===== config.mk =====
export PLATFORM = sky130hd
export DESIGN_NAME = reg_cmd_sequencer
export DESIGN_NICKNAME = d
export VERILOG_FILES = /design/src/rtl/reg_cmd_sequencer.sv
export SDC_FILE = /design/constraint.sdc
export NUM_CORES = 1
export LEC_CHECK = 0
export ABC_AREA = 1
export BUFFER_PORTS_ARGS = -buffer_cell sky130_fd_sc_hd__buf_2
export CAP_MARGIN = 20
export CORE_MARGIN = 4
export CORE_UTILIZATION = 55
export CTS_CLUSTER_SIZE = 20
export DETAILED_ROUTE_END_ITERATION = 8
export PLACE_DENSITY_LB_ADDON = 0.1
export SLEW_MARGIN = 10
export SYNTH_ARGS = -nofsm -noshare
export SYNTH_HDL_FRONTEND = slang
export SYNTH_SLANG_ARGS = --single-unit

===== constraint.sdc =====
create_clock -name CLK -period 2.2 [get_ports CLK]
set_input_delay 0.44 -clock CLK [delete_from_list [all_inputs] [get_ports CLK]]
set_output_delay 0.44 -clock CLK [all_outputs]
set_load 0.1 [all_outputs]

===== src/rtl/reg_cmd_sequencer.sv =====
// reg_cmd_sequencer
// Three-state command sequencer (IDLE -> READ -> WRITE) in front of a 4x8
// dual-port register storage. A command is accepted in IDLE, the storage
// is read in READ (operands latched at the READ edge), and the ALU result
// is written back in WRITE. SWAP uses both storage write ports at once.
//
// Ports
//   CLK, RST                      clock, asynchronous active-high reset
//   cmd_valid / cmd_ready         command handshake (ready only in IDLE)
//   cmd_op, cmd_dst, cmd_src_a,
//   cmd_src_b, cmd_imm            command fields
//   read_address_A/B              storage read addresses (held outside READ)
//   rd_data_A/B                   combinational storage read data
//   write_enable_A/B, write_address_A/B, data_input_A/B
//                                 storage write ports (active only in WRITE)
//   done                          high for the single WRITE cycle
//   flag_c, flag_z                carry/borrow and zero of the last command
module reg_cmd_sequencer (
    input  logic       CLK,
    input  logic       RST,
    input  logic       cmd_valid,
    output logic       cmd_ready,
    input  logic [2:0] cmd_op,
    input  logic [1:0] cmd_dst,
    input  logic [1:0] cmd_src_a,
    input  logic [1:0] cmd_src_b,
    input  logic [7:0] cmd_imm,
    output logic [1:0] read_address_A,
    output logic [1:0] read_address_B,
    input  logic [7:0] rd_data_A,
    input  logic [7:0] rd_data_B,
    output logic       write_enable_A,
    output logic       write_enable_B,
    output logic [1:0] write_address_A,
    output logic [1:0] write_address_B,
    output logic [7:0] data_input_A,
    output logic [7:0] data_input_B,
    output logic       done,
    output logic       flag_c,
    output logic       flag_z
);

    typedef enum logic [1:0] {
        ST_IDLE  = 2'd0,
        ST_READ  = 2'd1,
        ST_WRITE = 2'd2
    } state_t;

    localparam logic [2:0] OP_MOV  = 3'd0;
    localparam logic [2:0] OP_ADD  = 3'd1;
    localparam logic [2:0] OP_SUB  = 3'd2;
    localparam logic [2:0] OP_AND  = 3'd3;
    localparam logic [2:0] OP_OR   = 3'd4;
    localparam logic [2:0] OP_XOR  = 3'd5;
    localparam logic [2:0] OP_LDI  = 3'd6;
    localparam logic [2:0] OP_SWAP = 3'd7;

    state_t      state_q, state_d;
    logic [2:0]  op_q;
    logic [1:0]  dst_q, src_a_q, src_b_q;
    logic [7:0]  imm_q, opa_q, opb_q;
    logic        flag_c_q, flag_z_q;
    logic        accept_s;
    logic [8:0]  sum_s;
    logic [7:0]  result_s;
    logic        carry_s;

    assign accept_s = cmd_valid && (state_q == ST_IDLE);

    // State register.
    always_ff @(posedge CLK or posedge RST) begin
        if (RST) begin
            state_q <= ST_IDLE;
        end else begin
            state_q <= state_d;
        end
    end

    // Next-state logic: READ and WRITE each last exactly one cycle.
    always_comb begin
        state_d = state_q;
        case (state_q)
            ST_IDLE:  begin
                if (cmd_valid) begin
                    state_d = ST_READ;
                end else begin
                    state_d = ST_IDLE;
                end
            end
            ST_READ:  state_d = ST_WRITE;
            ST_WRITE: state_d = ST_IDLE;
            default:  state_d = ST_IDLE;
        endcase
    end

    // Command capture; the source registers double as the held read addresses.
    always_ff @(posedge CLK or posedge RST) begin
        if (RST) begin
            op_q    <= 3'd0;
            dst_q   <= 2'd0;
            src_a_q <= 2'd0;
            src_b_q <= 2'd0;
            imm_q   <= 8'd0;
        end else if (accept_s) begin
            op_q    <= cmd_op;
            dst_q   <= cmd_dst;
            src_a_q <= cmd_src_a;
            src_b_q <= cmd_src_b;
            imm_q   <= cmd_imm;
        end
    end

    // Operand latch at the READ edge, so dst may alias a source safely.
    always_ff @(posedge CLK or posedge RST) begin
        if (RST) begin
            opa_q <= 8'd0;
            opb_q <= 8'd0;
        end else if (state_q == ST_READ) begin
            opa_q <= rd_data_A;
            opb_q <= rd_data_B;
        end
    end

    // ALU: result and carry/borrow from the latched operands.
    always_comb begin
        sum_s    = {1'b0, opa_q} + {1'b0, opb_q};
        result_s = 8'd0;
        carry_s  = 1'b0;
        case (op_q)
            OP_MOV:  result_s = opa_q;
            OP_ADD:  begin
                result_s = sum_s[7:0];
                carry_s  = sum_s[8];
            end
            OP_SUB:  begin
                result_s = opa_q - opb_q;
                carry_s  = (opa_q < opb_q);
            end
            OP_AND:  result_s = opa_q & opb_q;
            OP_OR:   result_s = opa_q | opb_q;
            OP_XOR:  result_s = opa_q ^ opb_q;
            OP_LDI:  result_s = imm_q;
            OP_SWAP: result_s = 8'd0;
            default: result_s = 8'd0;
        endcase
    end

    // Flags update at the WRITE edge; SWAP clears carry and keeps zero.
    always_ff @(posedge CLK or posedge RST) begin
        if (RST) begin
            flag_c_q <= 1'b0;
            flag_z_q <= 1'b0;
        end else if (state_q == ST_WRITE) begin
            flag_c_q <= carry_s;
            if (op_q != OP_SWAP) begin
                flag_z_q <= (result_s == 8'd0);
            end
        end
    end

    // Write ports, decoded straight from the state so RST kills them at once.
    always_comb begin
        write_enable_A  = 1'b0;
        write_enable_B  = 1'b0;
        write_address_A = 2'd0;
        write_address_B = 2'd0;
        data_input_A    = 8'd0;
        data_input_B    = 8'd0;
        if (state_q == ST_WRITE) begin
            if (op_q == OP_SWAP) begin
                write_enable_A  = 1'b1;
                write_address_A = src_a_q;
                data_input_A    = opb_q;
                // Same-address SWAP is a no-op; one port avoids a write collision.
                write_enable_B  = (src_a_q != src_b_q);
                write_address_B = src_b_q;
                data_input_B    = opa_q;
            end else begin
                write_enable_A  = 1'b1;
                write_address_A = dst_q;
                data_input_A    = result_s;
            end
        end else begin
            write_enable_A = 1'b0;
            write_enable_B = 1'b0;
        end
    end

    assign cmd_ready      = (state_q == ST_IDLE);
    assign done           = (state_q == ST_WRITE);
    assign read_address_A = src_a_q;
    assign read_address_B = src_b_q;
    assign flag_c         = flag_c_q;
    assign flag_z         = flag_z_q;

endmodule


==> results_dict.tcl, run 1 <==
set metrics [dict create \
    io_pins 66 \
    row_count 26 \
    gp_congestion 0.965 \
    avgSynthCellArea_um2 6.66 \
    synth_top_area_share_pct 31.3 \
    track_usage_pct 86.8 \
    synth_nets 507 \
    synth_flop_cell "dfrtp_1" \
    portBuffers 65 \
    grt_overflow_total 287 \
    haltStage "5_1_grt" \
    yosysUniqueCellTypes 30 \
    yosysSeqAreaShare_pct 31.3 \
    ys_warn_count 0 \
    initial_core_util_pct 57.2 \
    synth-edff-count 0 \
    htree_levels 2 \
    hpwl_um 8700 \
    synthTopCellsByArea "dfrtp_1, nand2_1, ha_1, inv_1, nand3_1" \
    cts_hold_buf 0 \
    dp_cells 622 \
    fp.dieH_um 81.3 \
    die_w_um 81.3 \
    endpoint_type "top-level output" \
    yosys.area.top_type "dfrtp_1" \
    synthArstFlopShare_pct 100 \
    cts_made_buffers 5 \
    ys_seq_elements 37 \
    cts-root-buf "clkbuf_8" \
    status "did not finish" \
    grt_max_degree 38 \
    worst_endpoint "data_input_A[6]" \
    clock-sinks 37 \
    error_line "[ERROR GRT-0232] Routing congestion too high. Check the congestion heatmap in the GUI." \
    netlist_instances 444 \
    ctsLongestPathBuffers 2 \
    synth.cell_area_um2 2960 \
]
## synthesized netlist by cell type, types with 3 or more instances
cell type	count
nor2_1	36
o21ai_0	30
inv_1	52
o22ai_1	7
o21ai_1	3
nand3b_1	5
dfrtp_1	37
nand3_1	33
clkbuf_1	6
inv_2	11
a21oi_1	6
nand4_1	14
nand2_1	149
buf_2	6
nand3_2	3
ha_1	25
## layer usage
layer / overflow / GRT usage, %
met1: 0 / 79.6
met5: 0 / 25.8
met2: 203 / 110
met3: 0 / 64.9
met4: 84 / 101
## what timing repair did
action / 4_1_cts
cloned: 1
setup endpoints to repair: 22
pin swaps: 36
buffers inserted: 14
resized for setup: 66
endpoints found under the hold margin: 0
## cells by family after synthesis
group	after synthesis	synth area share [%]
buf+inv	79	10.8
simple gates	250	36.6
fa+ha+maj	27	11.9
compound gates	51	9.35
flops	37	31.3
## per-stage QoR
| stage | setup slack, ns | util (%) | hold slack (ns) | instance area (µm²) |
|---|---|---|---|---|
| floorplan | -0.246 | - | 0.449 | 3290 |
| global placement | -0.161 | 84.4 | 0.463 | 4370 |
| detailed placement | -0.196 | 84.4 | 0.470 | 4370 |
| CTS | -0.466 | 93.4 | 0.277 | 4830 |
==> inputs of run 2 (changes only) <==
Settings changed: CORE_UTILIZATION 55 to 40, CTS_CLUSTER_SIZE 20 to not set, PLACE_DENSITY_LB_ADDON 0.1 to 0.15.
==> run 2 against run 1 <==
Net effect: synthesized cell count stayed put; the flow now finishes, with violations (negative setup slack); synthesized area stayed put.
==> results_dict.tcl, run 2 <==
set metrics [dict create \
    status "finished with violations" \
    violations "negative setup slack" \
    die_w_um 94.0 \
    setup_viol 9 \
    grt_pass1_wl_um 16000 \
    gp_congestion 0.895 \
    antenna_found_initial 0 \
    ir_worst_vdd_uv 520 \
    crit_top_cell "nand2_2" \
    fp.dieH_um 94.0 \
    cts_hold_buf 0 \
    reg_top3 "imm_q (8), opa_q (8), opb_q (8)" \
    clock-sinks 37 \
    syn2layout_area_growth_pct 65.8 \
    cp_cell_sequence "buf_6 > ha_4 > inv_2 > fa_2 > nand2_2 > nand2_2 > nand3_2 > nand2_1 > nand2_2 > nand3_2 > nand4_1 > nand2_2 > o21ai_4 > buf_12" \
    wl_met2_um 4680 \
    vias_per_cell 5.02 \
    crit_slowest_cell "dfrtp_1" \
    cts_made_buffers 5 \
    leakage_nw 2.40 \
    cap_violations 0 \
    cp-start-kind "flip-flop" \
    grt_overflow_total 0 \
    path_buf_inv 3 \
    layout_commonest_cell "nand2_1" \
    clkLatencyLatePin_ns 0.29 \
    maxSlewHeadroom_pct 67.7 \
    timing.fmax_mhz 372 \
    htree_levels 2 \
    synth.cell_area_um2 2960 \
    tightest_slew_ns 0.485 \
    synth_common_cells "nand2_1, inv_1, dfrtp_1" \
    yosysUniqueCellTypes 30 \
    grt_setup_unrepaired "true" \
    row_count 31 \
    total_power_w 0.00574 \
    die_area_um2 8830 \
    critPathMaxStageDelay_ns 0.38 \
    drt-met1-wl_um 4540 \
    clk_pin_slew_ns 0.08 \
    hold_viol 0 \
    final_nets 641 \
    cts_tree "yes" \
    synthTopCellsByArea "dfrtp_1, nand2_1, ha_1, inv_1, nand3_1" \
    met3_length_um 493 \
    initial_core_util_pct 41.0 \
    num_antenna_cells 0 \
    yosysMostFrequentCell "nand2_1" \
    yosys.area.top_type "dfrtp_1" \
    fin_ws_ns -0.490 \
    hpwl_um 7540 \
    track_usage_pct 22.8 \
    first_global_vias 3425 \
    fin_util_pct 68.0 \
    first_pass_iters 5 \
    fin_crit_sh_pct 122 \
    synth_top_area_share_pct 31.3 \
    netlist_instances 444 \
    highest_layer "met4" \
    vias 3402 \
    whs_ns 0.246 \
    crit_type "reg -> out" \
    dpl_worst_slack_ns -0.191 \
    postRouteAntennaNets 0 \
    grt_max_degree 38 \
    ys_warn_count 0 \
    drt-initial-drc-count 222 \
    synthArstFlopShare_pct 100 \
    period_needed_ns 2.69 \
    tns_ns -2.78 \
    wl_per_cell_um 14.5 \
    avgSynthCellArea_um2 6.66 \
    core_um2 7210 \
    yosysSeqAreaShare_pct 31.3 \
    layout-drive-gt1-share_pct 46.5 \
    portBuffers 65 \
    powerDensity_nw_per_um2 1170 \
    ys_seq_elements 37 \
    ctsLongestPathBuffers 2 \
    wl_um 9840 \
    io_pins 66 \
    cp_data_required_time_ns 1.76 \
    path_delay_family "simple AND/OR/NAND/NOR gates" \
    cts-root-buf "clkbuf_8" \
    synth-edff-count 0 \
    synth_nets 507 \
    route.detailed.drc 0 \
    synth_flop_cell "dfrtp_1" \
    path_max_fanout 3 \
    layout_common_cells "nand2_1, buf_4, buf_2" \
    finClkSkew_ns 0.00600 \
    holdCritPathClass "in -> async" \
    arrival_ns 2.25 \
    drv_slew 0 \
    endpoint_kind "output port" \
]
## run 2: cell counts after synthesis
Identical to the previous run, type by type.
## run 2: report_power, final
| part | total (W) | switching [W] | leakage, nW | internal, W |
|---|---|---|---|---|
| clock network | 0.000473 | 0.000253 | 0.0450 | 0.000220 |
| logic | 0.00425 | 0.00254 | 1.90 | 0.00171 |
| registers | 0.00102 | 0.000152 | 0.455 | 0.000866 |
| total | 0.00574 | 0.00294 | 2.40 | 0.00280 |
## run 2: per-stage QoR
stage	instances	cell area, µm²
after floorplan	444	3290
after global placement	654	4430
after detailed placement	654	4430
after CTS	677	4780
after global routing	678	4900
final	678	4900
## run 2: final cells by class
class / instances / area [µm²]
clock inverter: 2 / 10.0
clock buffer: 6 / 72.6
tap: 99 / 124
multi-input combinational: 328 / 2230
sequential: 37 / 930
timing repair buffer: 142 / 1270
inverter: 64 / 259
fill: 609 / 2310
## run 2: cells by family after synthesis
kind of cell	count (synthesis)	share of synthesized area, %
adders and majority gates	27	11.9
and+or+nand+nor	250	36.6
AOI/OAI and AO/OA	51	9.35
buffers and inverters	79	10.8
DFF	37	31.3
## run 2: timing repair
action,CTS,global route
setup buffers,15,5
cloned,0,1
resized for setup,42,27
pin swaps,19,28
setup endpoints to repair,21,13
## run 2: worst register-to-register path: stages (launching register included)
cell and delay (ns):
dfrtp_1 0.41, buf_6 0.13, ha_4 0.16, inv_2 0.05, fa_2 0.44, nand4_1 0.10, nand2_1 0.05, nor2_1 0.11
nand2_2 0.06, nand2_2 0.10, nand2_2 0.07, nor2_4 0.13, nand3_2 0.10, nor2_2 0.11, nand2_1 0.06, nand2_1 0.06
## run 2: worst paths after layout
check	startpoint	endpoint	slack [ns]	depth (start not counted)
setup / recovery	opb_q[0]$_DFFE_PP0P_	data_input_A[6]	-0.49	14
hold / removal	RST	opb_q[0]$_DFFE_PP0P_	0.25	3
setup reg to reg	opb_q[0]$_DFFE_PP0P_	flag_z$_DFFE_PP0P_	0.01	15
hold reg to reg	flag_z$_DFFE_PP0P_	flag_z$_DFFE_PP0P_	0.48	2
max in group asynchronous	RST	op_q[1]$_DFFE_PP0P_	1.58	3
min in group CLK	cmd_imm[3]	imm_q[3]$_DFFE_PP0P_	0.34	3
## run 2: layer usage
metal  GRT usage (%)  up-vias
met2            37.8      109
met1            31.3     1599
met4            6.14        0
met3            3.04       12
met5               0        -
li1                -     1682
(Power assumes the default switching activity.)
==> inputs of run 3 (changes only) <==
Settings changed: BUFFER_PORTS_ARGS -buffer_cell sky130_fd_sc_hd__buf_2 to -buffer_cell sky130_fd_sc_hd__clkbuf_2, CORE_UTILIZATION 40 to 50.
==> run 3 against run 2 <==
Net effect: the run still ends with negative setup slack left; clock power increased by 34%; flip-flop and latch count unchanged; final cell count down 4.3%; critical path type unchanged; critical endpoint is now data_input_A[2]; highest routed layer unchanged.
==> results_dict.tcl, run 3 (synthesized netlist as in run 2, its figures left out) <==
set metrics [dict create \
    seqCellArea_um2 930 \
    layout_commonest_cell "nand2_1" \
    crit_slowest_cell "dfrtp_1" \
    rr_worst_depth 18 \
    cp-start-kind "flip-flop" \
    num_antenna_cells 0 \
    multi_input_area_um2 2160 \
    grt_busiest_layer "met2" \
    hold_viol 0 \
    clkLatencyLatePin_ns 0.30 \
    first_pass_iters 5 \
    tightest_slew_ns 0.550 \
    syn2layout_area_growth_pct 63.5 \
    reg_top3 "imm_q (8), opa_q (8), opb_q (8)" \
    finClkSkew_ns 0.0146 \
    track_usage_pct 31.6 \
    first_global_vias 3635 \
    cp_cell_sequence "inv_2 > ha_4 > inv_2 > fa_2 > buf_4 > inv_1 > nand2_1 > nand2_1 > nor2_1 > nor2_1 > nand3_2 > nand2_2 > o22ai_4 > buf_12" \
    switching_share_pct 51.3 \
    setup_viol 15 \
    ir_worst_vdd_uv 681 \
    initial_core_util_pct 52.7 \
    use_met1_pct 41.0 \
    cts-root-buf "clkbuf_8" \
    grt_max_degree 38 \
    postRouteAntennaNets 0 \
    fin_ws_ns -0.586 \
    maxSlewHeadroom_pct 63.5 \
    ctsLongestPathBuffers 2 \
    grt_setup_unrepaired "true" \
    stdcell_area_um2 4830 \
    placed_area_um2 4380 \
    crit_type "reg -> out" \
    clk_pin_slew_ns 0.09 \
    timing.fmax_mhz 359 \
    grt_pass1_wl_um 18000 \
    grt_util_met2_pct 52.3 \
    cts_tree "yes" \
    final_nets 639 \
    drt-initial-drc-count 421 \
    p_clk_share_pct 10.8 \
    wl_um 11500 \
    grt_overflow_total 0 \
    vias_per_cell 5.70 \
    final_cells 649 \
    path_max_fanout 2 \
    gp_congestion 1.01 \
    dp_cells 624 \
    leakage_nw 2.41 \
    fin_crit_sh_pct 127 \
    fin_util_pct 86.2 \
    die_area_um2 7210 \
    cap_violations 0 \
    r2r_setup_slack_ns -0.21 \
    htree_levels 2 \
    r2r_start "opa_q[0]$_DFFE_PP0P_" \
    period_needed_ns 2.79 \
    clock-sinks 37 \
    rr_endpoint "flag_z$_DFFE_PP0P_" \
    holdCritPathClass "in -> async" \
    portBuffers 65 \
    cts_hold_buf 0 \
    fp.dieH_um 84.9 \
    io_pins 66 \
    internal_power_w 0.00287 \
    cp_data_required_time_ns 1.76 \
    powerDensity_nw_per_um2 1220 \
    drv_slew 0 \
    vias 3702 \
    antenna_found_initial 0 \
    p_sw_w 0.00302 \
    row_count 27 \
    whs_ns 0.223 \
    core_um2 5610 \
    arrival_ns 2.35 \
    route.detailed.drc 0 \
    combPwrFrac_pct 71.8 \
    wl_per_cell_um 17.7 \
    endpoint_kind "output port" \
    pwr-share-seq_pct 17.5 \
    layout-drive-gt1-share_pct 43.7 \
    die_w_um 84.9 \
    status "finished with violations" \
    hpwl_um 7870 \
    critPathMaxStageDelay_ns 0.42 \
    fill_cells 306 \
    crit_start "opa_q[0]$_DFFE_PP0P_" \
    layout_common_cells "nand2_1, buf_4, clkbuf_2" \
    grtUsageMet3_pct 5.05 \
    cts_made_buffers 5 \
    violations "negative setup slack" \
]
==> run 3: changes by cell type in the layout (fill, tap and decap cells not counted), sizes merged <==
| cell | previous run | this run |
|---|---|---|
| clkbuf | 7 | 50 |
| bufinv | 0 | 1 |
| clkinvlp | 1 | 2 |
| clkinv | 3 | 1 |
| buf | 141 | 96 |
==> run 3: how the worst max path moves through the flow <==
| stage | endpoint | depth (start not counted) | slack, ns |
|---|---|---|---|
| after CTS | data_input_A[6] | 14 | -0.46 |
| final | data_input_A[2] | 14 | -0.59 |
| after floorplan | data_input_A[4] | 10 | -0.25 |
| after global routing | data_input_A[2] | 14 | -0.67 |
| after global placement | data_input_A[5] | 10 | -0.17 |
| after detailed placement | data_input_A[6] | 14 | -0.15 |
==> run 3: through the flow <==
| stage | power (W) | TNS, ns | setup WS, ns |
|---|---|---|---|
| 5_1_grt | 0.00624 | -5.45 | -0.665 |
| 6_report | 0.00589 | -3.95 | -0.586 |
| 2_1_floorplan | 0.00333 | -1.53 | -0.246 |
| 3_3_place_gp | 0.00453 | -0.580 | -0.173 |
| 4_1_cts | 0.00548 | -2.79 | -0.456 |
| 3_5_place_dp | 0.00460 | -0.812 | -0.151 |
==> run 3: routing by layer <==
| layer | routed length, µm | vias to the layer above |
|---|---|---|
| li1 | - | 1687 |
| met3 | 962 | 52 |
| met2 | 5500 | 220 |
| met4 | 445 | 0 |
| met1 | 4570 | 1743 |
| met5 | 0 | - |
==> run 3: worst max-delay path, delay by kind of cell, from the launching register on <==
family / cells / cell delay [ns]
fa+ha+maj: 2 / 0.48
flops: 1 / 0.42
simple gates: 6 / 0.56
buf+inv: 5 / 0.51
compound gates: 1 / 0.08
==> run 3: layout make-up <==
class | instances | area share, %
clock buffer | 6 | 1.71
clock inverter | 2 | 0.777
inverter | 64 | 5.20
multi-input combinational | 328 | 44.8
sequential | 37 | 19.2
tap | 72 | 1.86
timing repair buffer | 140 | 26.4
==> run 3: what timing repair did <==
action	CTS	global route
gates cloned	1	0
buffers inserted	10	7
hold endpoints to repair	0	0
pin swaps	10	23
setup endpoints to repair	22	22
resized for setup	27	22
==> run 3: power by group through the flow <==
stage / clock [W] / combinational, W / sequential [W]
2_1_floorplan: 0 / 0.00212 / 0.00122
3_3_place_gp: 0 / 0.00351 / 0.00102
3_5_place_dp: 0 / 0.00357 / 0.00103
4_1_cts: 0.000632 / 0.00384 / 0.00102
5_1_grt: 0.000677 / 0.00452 / 0.00105
6_report: 0.000633 / 0.00423 / 0.00103
